**config.mk**
```make
export PLATFORM = sky130hd
export DESIGN_NAME = regfile_write_arbiter
export DESIGN_NICKNAME = d
export VERILOG_FILES = /design/src/rtl/regfile_write_arbiter.sv
export SDC_FILE = /design/constraint.sdc
export NUM_CORES = 1
export LEC_CHECK = 0
export ABC_AREA = 1
export BUFFER_PORTS_ARGS = -buffer_cell sky130_fd_sc_hd__buf_4
export CAP_MARGIN = 20
export CORE_MARGIN = 4
export CORE_UTILIZATION = 40
export CTS_BUF_LIST = sky130_fd_sc_hd__clkbuf_4
export DETAILED_ROUTE_END_ITERATION = 8
export PLACE_DENSITY = 0.58
export SETUP_SLACK_MARGIN = 0.05
export SLEW_MARGIN = 20
export SYNTH_ARGS = -nofsm -noshare
export SYNTH_HDL_FRONTEND = slang
export SYNTH_SLANG_ARGS = --single-unit
```
**constraint.sdc**
```tcl
create_clock -name clk -period 4.31 [get_ports clk]
set_input_delay 0.6465 -clock clk [delete_from_list [all_inputs] [get_ports clk]]
set_output_delay 0.6465 -clock clk [all_outputs]
set_load 0.1 [all_outputs]
```
**src/rtl/regfile_write_arbiter.sv**
```systemverilog
// -----------------------------------------------------------------------------
// regfile_write_arbiter
//
// Write-side front end for the 32x32 register file. Two write sources share the
// file's single write port:
//   - the in-order pipeline writeback (WB), which always wins and passes through
//     combinationally with zero latency;
//   - an auxiliary handshaked source (multi-cycle mult/div, load-miss return),
//     buffered in a small FIFO and drained only on cycles where WB is idle.
// Per-register "write pending" status (busy1/busy2) lets decode stall reads of
// registers that still have a queued aux write. When the FIFO head has been
// blocked by WB for STARVE_LIMIT consecutive cycles, aux_stall_req asks the
// pipeline for a WB bubble so the head can drain.
//
// Ports
//   clk, reset                      clock (rising edge), async active-high reset
//   wb_RegWrite/_Write_register/_Write_data   pipeline writeback request
//   aux_valid/aux_ready/aux_reg/aux_data      aux write handshake (valid&ready)
//   query_reg1/query_reg2           registers being read by decode
//   busy1/busy2                     queried register has a write in the FIFO
//   aux_stall_req                   request a WB bubble next cycle (registered)
//   RegWrite/Write_register/Write_data        register file write port
// -----------------------------------------------------------------------------
module regfile_write_arbiter #(
    parameter int DEPTH        = 4,
    parameter int STARVE_LIMIT = 3
) (
    input  logic        clk,
    input  logic        reset,
    input  logic        wb_RegWrite,
    input  logic [4:0]  wb_Write_register,
    input  logic [31:0] wb_Write_data,
    input  logic        aux_valid,
    output logic        aux_ready,
    input  logic [4:0]  aux_reg,
    input  logic [31:0] aux_data,
    input  logic [4:0]  query_reg1,
    input  logic [4:0]  query_reg2,
    output logic        busy1,
    output logic        busy2,
    output logic        aux_stall_req,
    output logic        RegWrite,
    output logic [4:0]  Write_register,
    output logic [31:0] Write_data
);

    localparam int PTR_W = $clog2(DEPTH);
    localparam int CNT_W = PTR_W + 1;
    localparam logic [CNT_W-1:0] FULL_CNT = CNT_W'(DEPTH);
    localparam logic [3:0]       LIMIT    = 4'(STARVE_LIMIT);

    logic [PTR_W-1:0] rd_ptr;
    logic [PTR_W-1:0] wr_ptr;
    logic [CNT_W-1:0] count;
    logic [3:0]       starve_cnt;
    logic [3:0]       starve_nxt;

    // Entry payload carries no reset: validity is defined by rd_ptr/count.
    logic [4:0]       fifo_reg  [DEPTH];
    logic [31:0]      fifo_data [DEPTH];
    logic [DEPTH-1:0] entry_vld;

    logic wb_act;
    logic fifo_empty;
    logic push;
    logic pop;

    // Writes to r0 are architecturally dropped, so a WB to r0 does not occupy
    // the port and an aux push to r0 completes its handshake without queueing.
    assign wb_act     = wb_RegWrite && (wb_Write_register != 5'd0);
    assign fifo_empty = (count == '0);
    assign aux_ready  = (count != FULL_CNT);
    assign push       = aux_valid && aux_ready && (aux_reg != 5'd0);
    assign pop        = !wb_act && !fifo_empty;

    // Write port mux: WB first, FIFO head second, otherwise idle.
    always_comb begin
        RegWrite       = 1'b0;
        Write_register = 5'd0;
        Write_data     = 32'd0;
        if (wb_act) begin
            RegWrite       = 1'b1;
            Write_register = wb_Write_register;
            Write_data     = wb_Write_data;
        end else if (!fifo_empty) begin
            RegWrite       = 1'b1;
            Write_register = fifo_reg[rd_ptr];
            Write_data     = fifo_data[rd_ptr];
        end
    end

    // An entry is live when its distance from the head (modulo DEPTH) is
    // below the occupancy count.
    always_comb begin
        logic [PTR_W-1:0] offs;
        offs      = '0;
        entry_vld = '0;
        for (int i = 0; i < DEPTH; i++) begin
            offs         = PTR_W'(i) - rd_ptr;
            entry_vld[i] = ({1'b0, offs} < count);
        end
    end

    // Busy scan covers every live entry, including the head being popped now.
    always_comb begin
        busy1 = 1'b0;
        busy2 = 1'b0;
        for (int i = 0; i < DEPTH; i++) begin
            if (entry_vld[i] && (fifo_reg[i] == query_reg1)) busy1 = 1'b1;
            if (entry_vld[i] && (fifo_reg[i] == query_reg2)) busy2 = 1'b1;
        end
        if (query_reg1 == 5'd0) busy1 = 1'b0;
        if (query_reg2 == 5'd0) busy2 = 1'b0;
    end

    // Starvation: count cycles where a queued head loses to WB; saturate.
    always_comb begin
        starve_nxt = starve_cnt;
        if (pop || fifo_empty) begin
            starve_nxt = 4'd0;
        end else if (wb_act && (starve_cnt != LIMIT)) begin
            starve_nxt = starve_cnt + 4'd1;
        end
    end

    // ---- control state register boundary ----
    always_ff @(posedge clk or posedge reset) begin
        if (reset) begin
            rd_ptr        <= '0;
            wr_ptr        <= '0;
            count         <= '0;
            starve_cnt    <= 4'd0;
            aux_stall_req <= 1'b0;
        end else begin
            if (push) wr_ptr <= wr_ptr + 1'b1;
            if (pop)  rd_ptr <= rd_ptr + 1'b1;
            case ({push, pop})
                2'b10:   count <= count + 1'b1;
                2'b01:   count <= count - 1'b1;
                default: count <= count;
            endcase
            starve_cnt    <= starve_nxt;
            aux_stall_req <= (starve_nxt == LIMIT);
        end
    end

    // ---- FIFO payload storage boundary ----
    always_ff @(posedge clk) begin
        if (push) begin
            fifo_reg[wr_ptr]  <= aux_reg;
            fifo_data[wr_ptr] <= aux_data;
        end
    end

endmodule
```
==> results.json <==
{
  "status": "completed",
  "rrSetupSlack_ns": 1.85,
  "worst_pin_slew_ns": 1.026,
  "cts_htree_levels": 4,
  "viasPerCell": 4.987,
  "seq_area_frac_synth": 0.6601,
  "drt_iter0_drc": 393,
  "nets": 896,
  "power.leakage_nw": 3.644,
  "antenna_found_initial": 0,
  "start_kind": "flip-flop",
  "cts_tree": "built",
  "critPathMostFrequentCell": "o21ai_0",
  "hold_violations": 0,
  "netlist_top_cells_area": "edfxtp_1 (62%), nand2_1 (12%), dfrtp_1 (4.2%)",
  "async_reset_ff_frac": 0.07500,
  "powerDensity_nw_per_um2": 700.0,
  "drv_slew": 0,
  "final.fill_count": 1584,
  "fin_crit_sh": 0.8308,
  "relSlewSlack": 0.3143,
  "total_power_w": 0.006119,
  "yosysUniqueCellTypes": 28,
  "core_um2": 17480,
  "drc": 0,
  "insertion_delay_ns": 0.51,
  "rsz0062_at_grt": "false",
  "end_kind": "primary output",
  "grt_pass1_vias": 5319,
  "io-pin-count": 130,
  "vias": 5152,
  "syn-num-nets": 764,
  "r2r_cells": 9,
  "start_util": 0.4113,
  "synth-edff-count": 148,
  "dp_hpwl_um": 11560,
  "yosysMostFrequentCell": "nand2_1",
  "wire_per_inst_um": 17.05,
  "synth_cells": 665,
  "avgSynthCellArea_um2": 10.81,
  "ys_seq_elements": 160,
  "syn_area_um2": 7188,
  "wl_um": 17620,
  "final_util": 0.5001,
  "cts_buffers": 17,
  "cts.repair.resized": 0,
  "synth_common_cells": "nand2_1 (238), edfxtp_1 (148), inv_1 (51)",
  "r2r-start": "count[0]$_DFFE_PP0P_",
  "grt-ovfl-total": 0,
  "ant_nets": 0,
  "dr.pass1.iters": 5,
  "row_count": 48,
  "fin_setup_tns_ns": 0,
  "maxCapViolCount": 0,
  "yosys.area.top_type_share": 0.6183,
  "slowest_stage": "nor2_4",
  "cts.sinks": 160,
  "dieHeight_um": 142.1,
  "critPathMaxFanout": 33,
  "die-area_um2": 20180,
  "max_freq_mhz": 279.3,
  "track_usage": 0.1784,
  "gp_congestion": 0.9180,
  "hold_buffers": 0,
  "cts-root-buf": "clkbuf_4",
  "dieWidth_um": 142.1,
  "crit_required_ns": 3.66,
  "grt_max_degree": 38,
  "reg2reg_to": "count[2]$_DFFE_PP0P_",
  "synth_ff_type": "edfxtp_1",
  "crit_chain": "inv_2 -> nor2_4 -> inv_1 -> o22ai_1 -> o21ai_0 -> o21ai_0 -> buf_4",
  "period_needed_ns": 3.581,
  "critPathMaxStageDelay_ns": 0.77,
  "yosysWarnings": 0,
  "area.growth.synth_to_final_pct": 21.60,
  "final_cell_area_um2": 8741,
  "postPlaceCellArea_um2": 8431,
  "path_clk_slew_ns": 0.13,
  "largest_register_ffs": 128,
  "worstHoldPathType": "primary input to asynchronous set/reset pin",
  "arrival_ns": 2.93,
  "pre_cts_slack_ns": 0.9087,
  "drive_above_1_share": 0.2181,
  "clockBufferDepth": 2,
  "ir_worst_vdd_v": 0.0006904,
  "finClkSkew_ns": 0.01831,
  "final.setup.worst_slack_ns": 0.7293,
  "worst-setup-path-type": "flip-flop to primary output",
  "cts_setup_buffers": 0,
  "grt_pass1_wl_um": 27810,
  "io_buffers": 129,
  "finalSetupViolCount": 0,
  "yosysTopAreaCell": "edfxtp_1"
}
==> final cells by class <==
class                      count  area (um^2)  share of cell area
sequential                   160         4745              0.5428
timing repair buffer         135         1026              0.1174
tap                          225        281.5             0.03221
antenna                        1        2.502           0.0002863
inverter                      55        206.4             0.02362
multi-input combinational    428         2172              0.2485
clock buffer                  20        150.1             0.01718
clock inverter                 9        157.7             0.01804
==> routing by layer <==
metal | GRT usage | vias to the layer above | wire, um
met1 | 0.2319 | 2469 | 7811
met3 | 0.04402 | 9 | 1040
met2 | 0.3016 | 144 | 8599
met5 | 0 | - | 0
li1 | - | 2530 | -
met4 | 0.04444 | 0 | 166
==> worst max-delay path, delay by kind of cell (launching register included) <==
kind	cells	cell delay, ns
AOI/OAI and AO/OA	3	0.46
buffers and inverters	3	0.69
DFF	1	0.50
and+or+nand+nor	1	0.77
==> report_power, final <==
part / internal, W / switching, W / total, W
registers: 0.00204 / 0.000136 / 0.00218
clock network: 0.000476 / 0.000477 / 0.000952
logic: 0.000704 / 0.00229 / 0.00299
total: 0.00322 / 0.00290 / 0.00612
==> logic make-up (layout without fill, tap and decap cells) <==
logic type,count (synthesis),count (layout),synth area share
flops,160,160,0.6601
compound gates,59,59,0.05553
simple gates,332,332,0.1889
xor+xnor,26,26,0.03168
buf+inv,77,219,0.04369
other cells,0,1,0
fa+ha+maj,11,11,0.02019
==> metrics by stage <==
stage               hold WS [ns]  cells
CTS                      0.09134   1032
finish                    0.1428   1033
floorplan                 0.4945    665
global placement          0.5215   1003
detailed placement        0.5312   1003
global route              0.1161   1032
==> cell usage in the layout, fill, tap and decap left out, drive strengths merged <==
master | netlist | layout
dfrtp | 12 | 12
nand2 | 238 | 238
o22ai | 6 | 6
a22o | 12 | 12
clkinvlp | 0 | 1
xor2 | 15 | 15
nand4 | 19 | 19
nor3 | 5 | 5
diode | 0 | 1
clkbuf | 2 | 20
nor2 | 37 | 37
a21oi | 4 | 4
edfxtp | 148 | 148
o21ai | 16 | 16
xnor2 | 11 | 11
or2 | 1 | 1
a22oi | 20 | 20
bufinv | 0 | 4
clkinv | 0 | 1
nand3 | 32 | 32
ha | 10 | 10
a31oi | 1 | 1
buf | 20 | 135
inv | 55 | 58
fa | 1 | 1
==> worst max path at each step <==
stage / startpoint / cells past startpoint / to
6_report: rd_ptr[0]$_DFFE_PP0P_ / 7 / Write_register[4]
5_1_grt: rd_ptr[0]$_DFFE_PP0P_ / 7 / Write_register[4]
4_1_cts: rd_ptr[0]$_DFFE_PP0P_ / 7 / Write_register[4]
3_5_place_dp: wb_Write_register[2] / 13 / count[2]$_DFFE_PP0P_
3_3_place_gp: wb_Write_register[2] / 13 / count[2]$_DFFE_PP0P_
2_1_floorplan: count[1]$_DFFE_PP0P_ / 4 / fifo_data[0][0]$_DFFE_PP_
Note: power is estimated with default switching activity, not from simulation.
